==> config.mk <==
export PLATFORM = sky130hd
export DESIGN_NAME = result_gpio_transmitter
export DESIGN_NICKNAME = d
export VERILOG_FILES = /design/src/rtl/gpio_link_pkg.sv /design/src/rtl/bin8_to_bcd3.sv /design/src/rtl/result_gpio_transmitter.sv
export SDC_FILE = /design/constraint.sdc
export NUM_CORES = 1
export LEC_CHECK = 0
export ABC_CLOCK_PERIOD_IN_PS = 3200
export CAP_MARGIN = 20
export CORE_MARGIN = 5
export CORE_UTILIZATION = 30
export CTS_CLUSTER_SIZE = 12
export DETAILED_ROUTE_END_ITERATION = 7
export PLACE_DENSITY_LB_ADDON = 0.3
export SYNTH_ARGS = -nofsm -noshare
export SYNTH_HDL_FRONTEND = slang
export SYNTH_SLANG_ARGS = --single-unit
==> constraint.sdc <==
create_clock -name clk -period 3.2 [get_ports clk]
set_input_delay 0.64 -clock clk [delete_from_list [all_inputs] [get_ports clk]]
set_output_delay 0.64 -clock clk [all_outputs]
set_load 0.05 [all_outputs]
==> src/rtl/gpio_link_pkg.sv <==
// gpio_link_pkg: shared types for the GPIO nibble link; GPIO_TX_CHECKSUM_EN adds a 4th checksum nibble per frame.
package gpio_link_pkg;
  typedef enum logic [1:0] {IDLE, SETUP, WAIT_HI, WAIT_LO} state_e;
  typedef logic [3:0] digit_t;
`ifdef GPIO_TX_CHECKSUM_EN
  localparam int NIBBLES_PER_FRAME = 4;
`else
  localparam int NIBBLES_PER_FRAME = 3;
`endif
  localparam logic [1:0] LAST_IDX = 2'(NIBBLES_PER_FRAME - 1);
  typedef digit_t [NIBBLES_PER_FRAME-1:0] frame_t;
endpackage

==> src/rtl/bin8_to_bcd3.sv <==
// bin8_to_bcd3: combinational 8-bit binary to three BCD digits.
module bin8_to_bcd3
  import gpio_link_pkg::*;
(
  input  logic [7:0] value_i,
  output digit_t     hundreds_o,
  output digit_t     tens_o,
  output digit_t     ones_o
);
  assign hundreds_o = 4'(value_i / 8'd100);
  assign tens_o     = 4'((value_i % 8'd100) / 8'd10);
  assign ones_o     = 4'(value_i % 8'd10);
endmodule

==> src/rtl/result_gpio_transmitter.sv <==
// result_gpio_transmitter: sends an 8-bit result as BCD nibbles over a strobe/ack handshake.
// GPIO_TX_CHECKSUM_EN appends an XOR checksum nibble after the ones digit.
module result_gpio_transmitter
  import gpio_link_pkg::*;
#(
  parameter int SETUP_CYCLES   = 4,
  parameter int TIMEOUT_CYCLES = 50_000_000
) (
  input  logic       clk,
  input  logic       reset,
  input  logic       start,
  input  logic [7:0] value,
  input  logic       host_ack,
  output logic [3:0] gpio_out,
  output logic       gpio_strobe,
  output logic       busy,
  output logic       done,
  output logic       error
);
  localparam int CW = $clog2((SETUP_CYCLES > TIMEOUT_CYCLES ? SETUP_CYCLES : TIMEOUT_CYCLES) + 1);
  localparam logic [CW-1:0] SETUP_LAST   = CW'(SETUP_CYCLES - 1);
  localparam logic [CW-1:0] TIMEOUT_LAST = CW'(TIMEOUT_CYCLES - 1);
  state_e state_q, state_d;
  logic [CW-1:0] cnt_q, cnt_d;
  logic [1:0] idx_q, idx_d, idx_nx;
  frame_t frame_q, frame_d, frame_in;
  digit_t hun, ten, one, out_q, out_d;
  logic ack_m_q, ack_s_q;
  logic strobe_q, strobe_d, busy_q, busy_d, done_q, done_d, error_q, error_d;
  logic abort;
  bin8_to_bcd3 u_bcd (
    .value_i   (value),
    .hundreds_o(hun),
    .tens_o    (ten),
    .ones_o    (one)
  );
`ifdef GPIO_TX_CHECKSUM_EN
  assign frame_in = {hun ^ ten ^ one, one, ten, hun};
`else
  assign frame_in = {one, ten, hun};
`endif
  assign idx_nx = idx_q + 2'd1;
  // A wait state gives up when the awaited ack edge has not arrived in time.
  assign abort = (cnt_q == TIMEOUT_LAST) &&
                 ((state_q == WAIT_HI && !ack_s_q) || (state_q == WAIT_LO && ack_s_q));
  always_comb begin
    state_d  = state_q;
    cnt_d    = cnt_q + 1'b1;
    idx_d    = idx_q;
    frame_d  = frame_q;
    strobe_d = strobe_q;
    busy_d   = busy_q;
    done_d   = 1'b0;
    error_d  = error_q;
    case (state_q)
      IDLE: begin
        cnt_d  = '0;
        busy_d = 1'b0;
        if (start && !busy_q) begin
          frame_d = frame_in;
          idx_d   = '0;
          error_d = 1'b0;
          busy_d  = 1'b1;
          state_d = SETUP;
        end
      end
      SETUP: if (cnt_q == SETUP_LAST) begin
        strobe_d = 1'b1;
        cnt_d    = '0;
        state_d  = WAIT_HI;
      end
      WAIT_HI: if (ack_s_q) begin
        strobe_d = 1'b0;
        cnt_d    = '0;
        state_d  = WAIT_LO;
      end
      WAIT_LO: if (!ack_s_q) begin
        cnt_d   = '0;
        done_d  = idx_q == LAST_IDX;
        idx_d   = idx_q == LAST_IDX ? idx_q : idx_nx;
        state_d = idx_q == LAST_IDX ? IDLE : SETUP;
      end
    endcase
    if (abort) begin
      state_d  = IDLE;
      cnt_d    = '0;
      strobe_d = 1'b0;
      busy_d   = 1'b0;
      error_d  = 1'b1;
    end
    // busy stays high through the done cycle, so a start coinciding with done is dropped.
    out_d = state_d == IDLE ? '0 : frame_d[idx_d];
  end
  always_ff @(posedge clk) begin
    if (reset) begin
      state_q  <= IDLE;
      cnt_q    <= '0;
      idx_q    <= '0;
      frame_q  <= '0;
      out_q    <= '0;
      strobe_q <= 1'b0;
      busy_q   <= 1'b0;
      done_q   <= 1'b0;
      error_q  <= 1'b0;
      ack_m_q  <= 1'b0;
      ack_s_q  <= 1'b0;
    end else begin
      state_q  <= state_d;
      cnt_q    <= cnt_d;
      idx_q    <= idx_d;
      frame_q  <= frame_d;
      out_q    <= out_d;
      strobe_q <= strobe_d;
      busy_q   <= busy_d;
      done_q   <= done_d;
      error_q  <= error_d;
      ack_m_q  <= host_ack;
      ack_s_q  <= ack_m_q;
    end
  end
  assign gpio_out    = out_q;
  assign gpio_strobe = strobe_q;
  assign busy        = busy_q;
  assign done        = done_q;
  assign error       = error_q;
endmodule

; ---- Word-level counts from Yosys, hierarchy flattened
; Index checks and enable logic that the tools add are counted.
[totals]
ff_bits = 52
inputBits = 12
output_inout_bits = 8
word_cells = 72
[op_classes]
n_addsub = 2
div_mod_pow = 4
magnitude_cmp = 1
eq_ne = 8
n_mux = 26
n_bitwise = 1
reduce_logical = 17
[op_table]
columns = operator, count
row1 = $pmux 26 s4, 1
row2 = $mux 26, 3
row3 = $add 26x1->26 const B, 1
row4 = $eq 26x2->1 const B, 1
row5 = $eq 26x26->1 const B, 1
row6 = $mux 12, 2
row7 = $mux 2, 8
row8 = $bmux 4 s2, 1
row9 = $div 8x4->8 const B, 1
row10 = $div 8x7->8 const B, 1
row11 = $mod 8x4->8 const B, 1
row12 = $mod 8x7->8 const B, 1
row13 = $pmux 2 s4, 1
row14 = $mux 1, 7
row15 = $eq 2x2->1 const B, 3
row16 = $reduce_bool 2->1, 3
row17 = $logic_and 1x1->1, 4
row18 = $logic_not 2->1, 2
row19 = $mux 4, 1
row20 = $ne 2x2->1 const B, 2
row21 = $pmux 2 s2, 1
row22 = $reduce_or 2->1, 2
row23 = $lt 2x3->1 const B, 1
row24 = $reduce_and 3->1, 1
row25 = other kinds (8), 9

; ---- Longest topological paths before layout
; Gate-level depths: netlist (run 1).
[logic_depth]
depth_word = 7
mapped_depth = 13
mapped_depth_nobuf = 12

; ---- By module
; Synthesis (run 1) repeated with hierarchy kept, for this count alone.
[hier_totals]
cells_unflattened = 456
hier_area_um2 = 3712.3
[by_module_without_submodules]
columns = mod, n_inst, cells_each, area_each_um2, seq_area_each_um2
row1 = result_gpio_transmitter, 1, 296, 2621.3, 1041.0
row2 = bin8_to_bcd3, 1, 160, 1091.0, 0.0

; ---- Least setup slack after synthesis (run 1)
; No wires, ideal clock.
[synth_path]
path_type = input -> register
from = in value[6]
to = reg out_q[3] (netlist: gpio_out[3])
setup_time_ps = 115
t_arrival_ps = 2486
required_time_ps = 3085
path_slack_ps = 600
path_stages = 12
n_path_buf = 1
cell_sequence = buf_2 nor2b_4 xnor2_1 o22ai_4 nor2_1 o21ai_0 a21oi_1 ha_1 o21ai_0 a221oi_1 nor4_1 o21a_1
[synth_via]
elab_chain_len = 6
elab_cells_between_ends = 8
[synth_lines]
columns = item, line_no
row1 = from (decl), result_gpio_transmitter.sv:12  ; input logic [7:0] value,
row2 = $mod 8x7->8, bin8_to_bcd3.sv:11  ; assign tens_o = 4'((value_i % 8'd100) / 8'd10);
row3 = $div 8x4->8, bin8_to_bcd3.sv:11
row4 = $mux 12 (*), result_gpio_transmitter.sv:59  ; if (start && !busy_q) begin
row5 = $mux 12 (*), result_gpio_transmitter.sv:55  ; case (state_q)
row6 = $bmux 4 s2 (*), result_gpio_transmitter.sv:92  ; out_d = state_d == IDLE ? '0 : frame_d[idx_d];
row7 = $mux 4 (not written as such) (*), result_gpio_transmitter.sv:92
row8 = to (signal assigned), result_gpio_transmitter.sv:112  ; out_q <= out_d;
row9 = to (decl), result_gpio_transmitter.sv:27  ; digit_t hun, ten, one, out_q, out_d;
; Mark *: on every way between the ends. The rest lies on a longest branch, timed or not. The select of a mux whose other input is x is not followed.
; A chain may end at the register's enable or synchronous reset.

; ---- Final worst setup path (run 1)
[layout_path]
from = in value[7]
to = reg out_q[3] (netlist: gpio_out[3])
; The elaborated chain is that of the path after synthesis.

==> impl_metrics.toml, run 1 <==
[drt]
post_drt_via_cell_ratio = 5.23
drt_iter0_markers = 197
drcViolationCount = 0
post_route_antenna_net_violation_count = 0
detail_route.first_pass.iterations = 5
routed_wire_length_per_instance_um = 13.7
postRouteWirelength_um = 8460
route.vias.total = 3229

[power]
p_leak_nw = 1.47
max_rail_drop_vdd_mv = 0.215
power-per-cell-area_nw_per_um2 = 401
finalPower_mw = 1.65

[clock_network]
cts.root.buffer_cell = "sky130_fd_sc_hd__clkbuf_16"
cts-hold-fix-buffers = 0
clkTransAtPathRegs_ns = 0.07
cts_max_level = 2
post-cts-setup-buffers = 0
cts.path.max_buffers = 2
cts_tree = "yes"
clock_insertion_delay_worst_skew_ns = 0.28
cts_buffers = 5
cts.sinks = 52
cts_resized = 0

[floorplanning]
die_x_um = 117
io_pins = 20
design.die.area_sq_um = 13800
rows = 39
die_height_um = 117
floorplan.initialDensity_pct = 30.5
floorplan.core_area_sq_um = 11400

[synth]
synthDominantAreaCellType = "sky130_fd_sc_hd__dfxtp_1"
synth_cells = 439
synth.yosys.seq_area_share_pct = 30.0
synth-main-ff-cell = "sky130_fd_sc_hd__dfxtp_1"
synth_top_area_share_pct = 30.0
yosys_register_bits = 52
synthesis.area_per_instance_sq_um = 7.89
syn-num-nets = 459
netlist_top_cells_area = "sky130_fd_sc_hd__dfxtp_1 (30%), sky130_fd_sc_hd__nor2_1 (6.5%), sky130_fd_sc_hd__xor2_1 (4.0%)"
number_of_warnings_issued_by_yosys = 0
synth_area_sq_um = 3460
number_of_synthesized_flops_with_an_enable_pin = 0
synth_cell_types = 76
ys_async_sr_fraction_pct = 0

[finish]
area.growth.synth_to_final_pct = 18.9
nNetsFinal = 493
drive_gt1_share_pct = 14.6
final_util_pct = 36.2
multi_input_area_sq_um = 2230
post_layout_nonfiller_instances = 617
final.fill_count = 1201
diodes = 0
final-seq-area_sq_um = 1040

[timing]
post-route-min-period_ns = 2.96
timing.fmax_mhz = 338
setup-violations-final = 0
final-hold-violation-count = 0
relSlewSlack_pct = 66.3
rsz0062_at_grt = "no"
tightest_slew_ns = 0.504
fin_crit_sh_pct = 92.5
skew_ns = 0.00580
report.final.slew_viol_count = 0

[place]
detailed_place_hpwl_um = 6380
placed_cells_incl_taps = 609
port_buffers = 19
gp_weighted_congestion = 0.875

[setup_path]
setup.worst_path.end_class = "register"
worst-setup-path-type = "in -> reg"
critical_path.startpoint_type = "input pin"
required_ns = 3.38
timing.critical_path.fanout_max = 10
crit_arrival_ns = 3.14

[global_routing]
grtUsageMet3_pct = 2.59
grt_use_met1_pct = 16.6
global_route.peak_usage_layer = "met2"
track_usage_pct = 12.2
antenna_found_initial = 0
vias_in_the_first_global_route = 3074
gr-usage-met2_pct = 19.6
grt_start_max_net_pins = 21
grt_pass1_wl_um = 14700
grt-ovfl-total = 0

[hold_path]
hold_class = "reg -> reg"

[run_status]
outcome = "finished, final reports clean"

[run]
max_cap_violations = 0
-- worst max-delay path, cell delays in order --
cell and delay, ns:
sky130_fd_sc_hd__clkdlybuf4s50_1 0.40, sky130_fd_sc_hd__buf_4 0.17, sky130_fd_sc_hd__xor2_1 0.17, sky130_fd_sc_hd__or3_1 0.32, sky130_fd_sc_hd__a41o_1 0.27, sky130_fd_sc_hd__nor2b_1 0.13, sky130_fd_sc_hd__a21oi_1 0.13, sky130_fd_sc_hd__ha_1 0.21
sky130_fd_sc_hd__o21ai_0 0.10, sky130_fd_sc_hd__a221oi_1 0.32, sky130_fd_sc_hd__nor4_1 0.10, sky130_fd_sc_hd__o21a_1 0.19
-- path summary, 6_finish.rpt --
kind | from | endpoint | slack [ns] | depth (start not counted)
worst max register to register | state_q[1]$_SDFF_PP0_ | gpio_out[1]$_SDFF_PP0_ | 0.89 | 8
worst min register to register | ack_m_q$_SDFF_PP0_ | ack_s_q$_SDFF_PP0_ | 0.44 | 1
worst max-delay path | value[7] | gpio_out[3]$_SDFF_PP0_ | 0.24 | 12
worst min-delay path | ack_m_q$_SDFF_PP0_ | ack_s_q$_SDFF_PP0_ | 0.44 | 1
-- registers in the layout, summed over array words and instances (netlist names) --
name,count
gpio_out,4
busy,1
gpio_strobe,1
error,1
state_q,2
frame_q,12
done,1
idx_q,2
ack_s_q,1
ack_m_q,1
cnt_q,26
-- placed cells by master (no fill, tap or decap), drive strengths merged, types with 3 or more instances in the layout --
master and count:
dfxtp 52, xor2 16, and4 4, o22ai 5
or3 3, nand3 15, a22o 6, a31oi 4
o31ai 4, a22oi 5, o211ai 3, a221oi 7
and2 6, nand4 6, ha 8, nor3b 5
mux2i 7, xnor2 11, nor2b 10, nand2b 7
a21oi 23, and3 5, nor2 60, nand2 33
clkinv 3, clkbuf 6, nor4 9, clkdlybuf4s50 19
a211oi 7, inv 13, buf 35, o21ai 24
nor3 16, or2 5
-- synth_stat cells (3+ instances only) --
cell type / number
sky130_fd_sc_hd__nand2_1: 33
sky130_fd_sc_hd__a22oi_1: 3
sky130_fd_sc_hd__and4_1: 4
sky130_fd_sc_hd__nor4_1: 9
sky130_fd_sc_hd__nand4_1: 6
sky130_fd_sc_hd__dfxtp_1: 52
sky130_fd_sc_hd__o22ai_1: 4
sky130_fd_sc_hd__nand2b_1: 5
sky130_fd_sc_hd__o21ai_0: 21
sky130_fd_sc_hd__a31oi_1: 4
sky130_fd_sc_hd__nor3_1: 16
sky130_fd_sc_hd__buf_4: 3
sky130_fd_sc_hd__o211ai_1: 3
sky130_fd_sc_hd__and2_1: 5
sky130_fd_sc_hd__or3_1: 3
sky130_fd_sc_hd__xor2_1: 16
sky130_fd_sc_hd__nand3_1: 15
sky130_fd_sc_hd__a221oi_1: 5
sky130_fd_sc_hd__clkbuf_1: 8
sky130_fd_sc_hd__nor2_1: 60
sky130_fd_sc_hd__a21oi_1: 23
sky130_fd_sc_hd__ha_1: 8
sky130_fd_sc_hd__nor3b_1: 4
sky130_fd_sc_hd__mux2i_1: 7
sky130_fd_sc_hd__inv_1: 11
sky130_fd_sc_hd__a22o_1: 6
sky130_fd_sc_hd__nor2b_1: 7
sky130_fd_sc_hd__xnor2_1: 11
sky130_fd_sc_hd__o31ai_1: 4
sky130_fd_sc_hd__o21ai_1: 3
sky130_fd_sc_hd__and3_1: 5
sky130_fd_sc_hd__a211oi_1: 5
sky130_fd_sc_hd__buf_2: 12
-- metal layers --
layer  vias up  part of all wire, %  wire length, um
li1       1660                    -                -
met1      1480                   48             4070
met2        77                   47             3950
met3        12                  3.7              309
met4         0                  1.5              128
met5         -                    0                0
-- logic make-up (layout without fill, tap and decap cells) --
family / after synthesis / in the layout / share of synthesized area (%)
XOR/XNOR: 27 / 27 / 6.83
multiplexers: 7 / 7 / 2.02
AND/OR/NAND/NOR: 190 / 190 / 28.5
adder cells (fa/ha/maj): 8 / 8 / 2.89
flip-flops: 52 / 52 / 30.0
buffers and inverters: 41 / 76 / 5.67
AO/OA/AOI/OAI: 114 / 114 / 24.1
-- final cells by class --
class | instances | area share (%)
clock buffer | 6 | 3.37
clock inverter | 2 | 0.243
inverter | 14 | 1.28
multi-input combinational | 346 | 54.1
sequential | 52 | 25.3
tap | 143 | 4.35
timing repair buffer | 54 | 11.4
-- through the flow --
step,cell area (sq um),hold slack [ns],worst slack [ns],TNS [ns]
5_1_grt,4120,0.477,0.0144,0
6_report,4120,0.437,0.241,0
3_3_place_gp,3970,0.424,-0.00637,-0.00637
3_5_place_dp,3970,0.424,-0.0510,-0.0510
4_1_cts,4110,0.440,0.247,0
2_1_floorplan,3460,0.413,0.600,0
-- report_power, final --
group | total [mW] | internal (mW) | switching (mW)
Sequential | 0.688 | 0.674 | 0.0135
Combinational | 0.427 | 0.181 | 0.246
Clock | 0.535 | 0.309 | 0.227
Power figures use the tool's default switching activity.
==> run 2, diff against run 1 <==
DONT_BUFFER_PORTS = 1   (was not set)
==> run 2 against run 1 <==
  * Global-route usage shrank 0.61 points
  * First-iteration DRC count rose by 37%
  * Clock-buffer cell count down 1
  * Wire length shrank 2.6%
  * Cell area down 11%
  * Largest cell class unchanged
==> impl_metrics.toml, run 2 (synthesis results as in run 1) <==
[drt]
detail_route.first_pass.iterations = 4
route.vias.total = 3039
routed_wire_length_per_instance_um = 14.6
postRouteWirelength_um = 8240
post_drt_via_cell_ratio = 5.38
drt_iter0_markers = 270
post_route_antenna_net_violation_count = 0
drcViolationCount = 0

[place]
post_dp_cell_area_sq_um = 3510
port_buffers = 0
detailed_place_hpwl_um = 5850
gp_weighted_congestion = 0.869

[setup_path]
critical_path.startpoint_type = "input pin"
setup.reg_to_reg.worst_slack_ns = 0.78
required_ns = 3.39
setup.worst_path.end = "gpio_out[3]$_SDFF_PP0_"
crit_arrival_ns = 2.69
critical_path_buf_inv_count = 1
cell_at_the_slowest_stage_of_the_critical_path = "sky130_fd_sc_hd__and3_1"
worst_path_dominant_cell_family = "simple AND/OR/NAND/NOR gates"
timing.critical_path.cells = "nor2b_2, and3_1, nor2_1, o21ai_0, a21oi_1, ha_1, inv_1, o31ai_1, a221oi_1, nor4_1, o21a_1"
worst-setup-path-type = "in -> reg"
timing.rr.end = "gpio_out[1]$_SDFF_PP0_"
critical_path.startpoint = "value[5]"
max_stage_delay_ns = 0.45
setup.worst_path.end_class = "register"
worstReg2RegStart = "state_q[1]$_SDFF_PP0_"
critical_path_depth = 11
worst_reg2reg_path_depth = 8
timing.critical_path.fanout_max = 24

[global_routing]
grt-ovfl-total = 0
track_usage_pct = 11.6
grt_start_max_net_pins = 31
grt_use_met1_pct = 16.2
grt_pass1_wl_um = 14000
grtUsageMet3_pct = 2.21
global_route.peak_usage_layer = "met2"
antenna_found_initial = 0
vias_in_the_first_global_route = 2783
gr-usage-met2_pct = 18.8

[finish]
drive_gt1_share_pct = 8.53
layout_commonest_cell = "sky130_fd_sc_hd__nor2_1"
final-seq-area_sq_um = 1040
diodes = 0
final.fill_count = 1215
regMostFlops = "cnt_q"
finalInstanceArea_sq_um = 3680
largest_reg_flops = 26
multi_input_area_sq_um = 2230
nNetsFinal = 441
mostFrequentLayoutCells = "sky130_fd_sc_hd__nor2_1 (60), sky130_fd_sc_hd__dfxtp_1 (52), sky130_fd_sc_hd__nand2_1 (33)"
area.growth.synth_to_final_pct = 6.28

[floorplanning]
floorplan.core_area_sq_um = 11400
design.die.area_sq_um = 13800
floorplan.initialDensity_pct = 30.5
io_pins = 20
die_height_um = 117
rows = 39
die_x_um = 117

[clock_network]
clock_insertion_delay_worst_skew_ns = 0.29
post-cts-setup-buffers = 0
cts-hold-fix-buffers = 0
clkTransAtPathRegs_ns = 0.07
cts.sinks = 52
cts_max_level = 2
cts.root.buffer_cell = "sky130_fd_sc_hd__clkbuf_16"
cts_buffers = 5
cts_tree = "yes"
cts_resized = 0
cts.path.max_buffers = 2

[timing]
report.final.slew_viol_count = 0
rsz0062_at_grt = "no"
skew_ns = 0.00767
fin_crit_sh_pct = 78.4
setup-violations-final = 0
relSlewSlack_pct = 42.0
tightest_slew_ns = 0.868
timing.fmax_mhz = 399
post-route-min-period_ns = 2.51
final.setup.tns_ns = 0
final-hold-violation-count = 0

[power]
p_leak_nw = 1.24
finalPower_mw = 1.62
max_rail_drop_vdd_mv = 0.277
power-per-cell-area_nw_per_um2 = 440

[hold_path]
holdPathStages = 1
hold_class = "in -> reg"

[run]
max_cap_violations = 0

[run_status]
outcome = "finished, final reports clean"
-- run 2: cell count changes in the layout (fill, tap and decap cells not counted), sizes merged --
cell           previous run  this run
buf                      35         2
bufinv                    0         1
clkbuf                    6         5
clkdlybuf4s50            19         0
clkinv                    3         2
clkinvlp                  0         1
-- run 2: power breakdown --
| group | internal, mW | switching (mW) | total [mW] |
|---|---|---|---|
| Clock | 0.367 | 0.231 | 0.599 |
| Sequential | 0.674 | 0.0331 | 0.707 |
| Combinational | 0.128 | 0.186 | 0.315 |
| Total | 1.17 | 0.450 | 1.62 |
-- run 2: through the flow --
stage          cells  util (%)  hold WS (ns)  setup slack (ns)
6_report         565      32.4         0.417             0.692
5_1_grt          565      32.4         0.399             0.462
4_1_cts          565      32.4         0.410             0.708
3_5_place_dp     557      30.9         0.427             0.414
3_3_place_gp     557      30.9         0.418             0.507
2_1_floorplan    439         -         0.413             0.600
-- run 2: final cells by class --
| cell class | count | share of cell area [%] |
|---|---|---|
| Timing Repair Buffer | 2 | 0.408 |
| Tap cell | 143 | 4.86 |
| Sequential cell | 52 | 28.3 |
| Clock buffer | 5 | 3.40 |
| Multi-Input combinational cell | 346 | 60.5 |
| Clock inverter | 3 | 1.16 |
| Inverter | 14 | 1.43 |
-- run 2: worst min-delay path by stage --
stage                        startpoint                     end  slack, ns
finish                            reset  frame_q[11]$_SDFF_PP0_       0.42
global route                      reset  frame_q[11]$_SDFF_PP0_       0.40
CTS                               reset   frame_q[6]$_SDFF_PP0_       0.41
detailed placement   ack_m_q$_SDFF_PP0_      ack_s_q$_SDFF_PP0_       0.43
global placement     ack_m_q$_SDFF_PP0_      ack_s_q$_SDFF_PP0_       0.42
floorplan           cnt_q[0]$_SDFF_PP0_     cnt_q[0]$_SDFF_PP0_       0.41
-- run 2: layer usage --
metal,up-vias,part of all wire (%),wire (um)
met1,1426,48,3940
met2,50,48,3920
met3,8,3.5,292
met5,-,0,0
met4,0,1.0,82
li1,1555,-,-
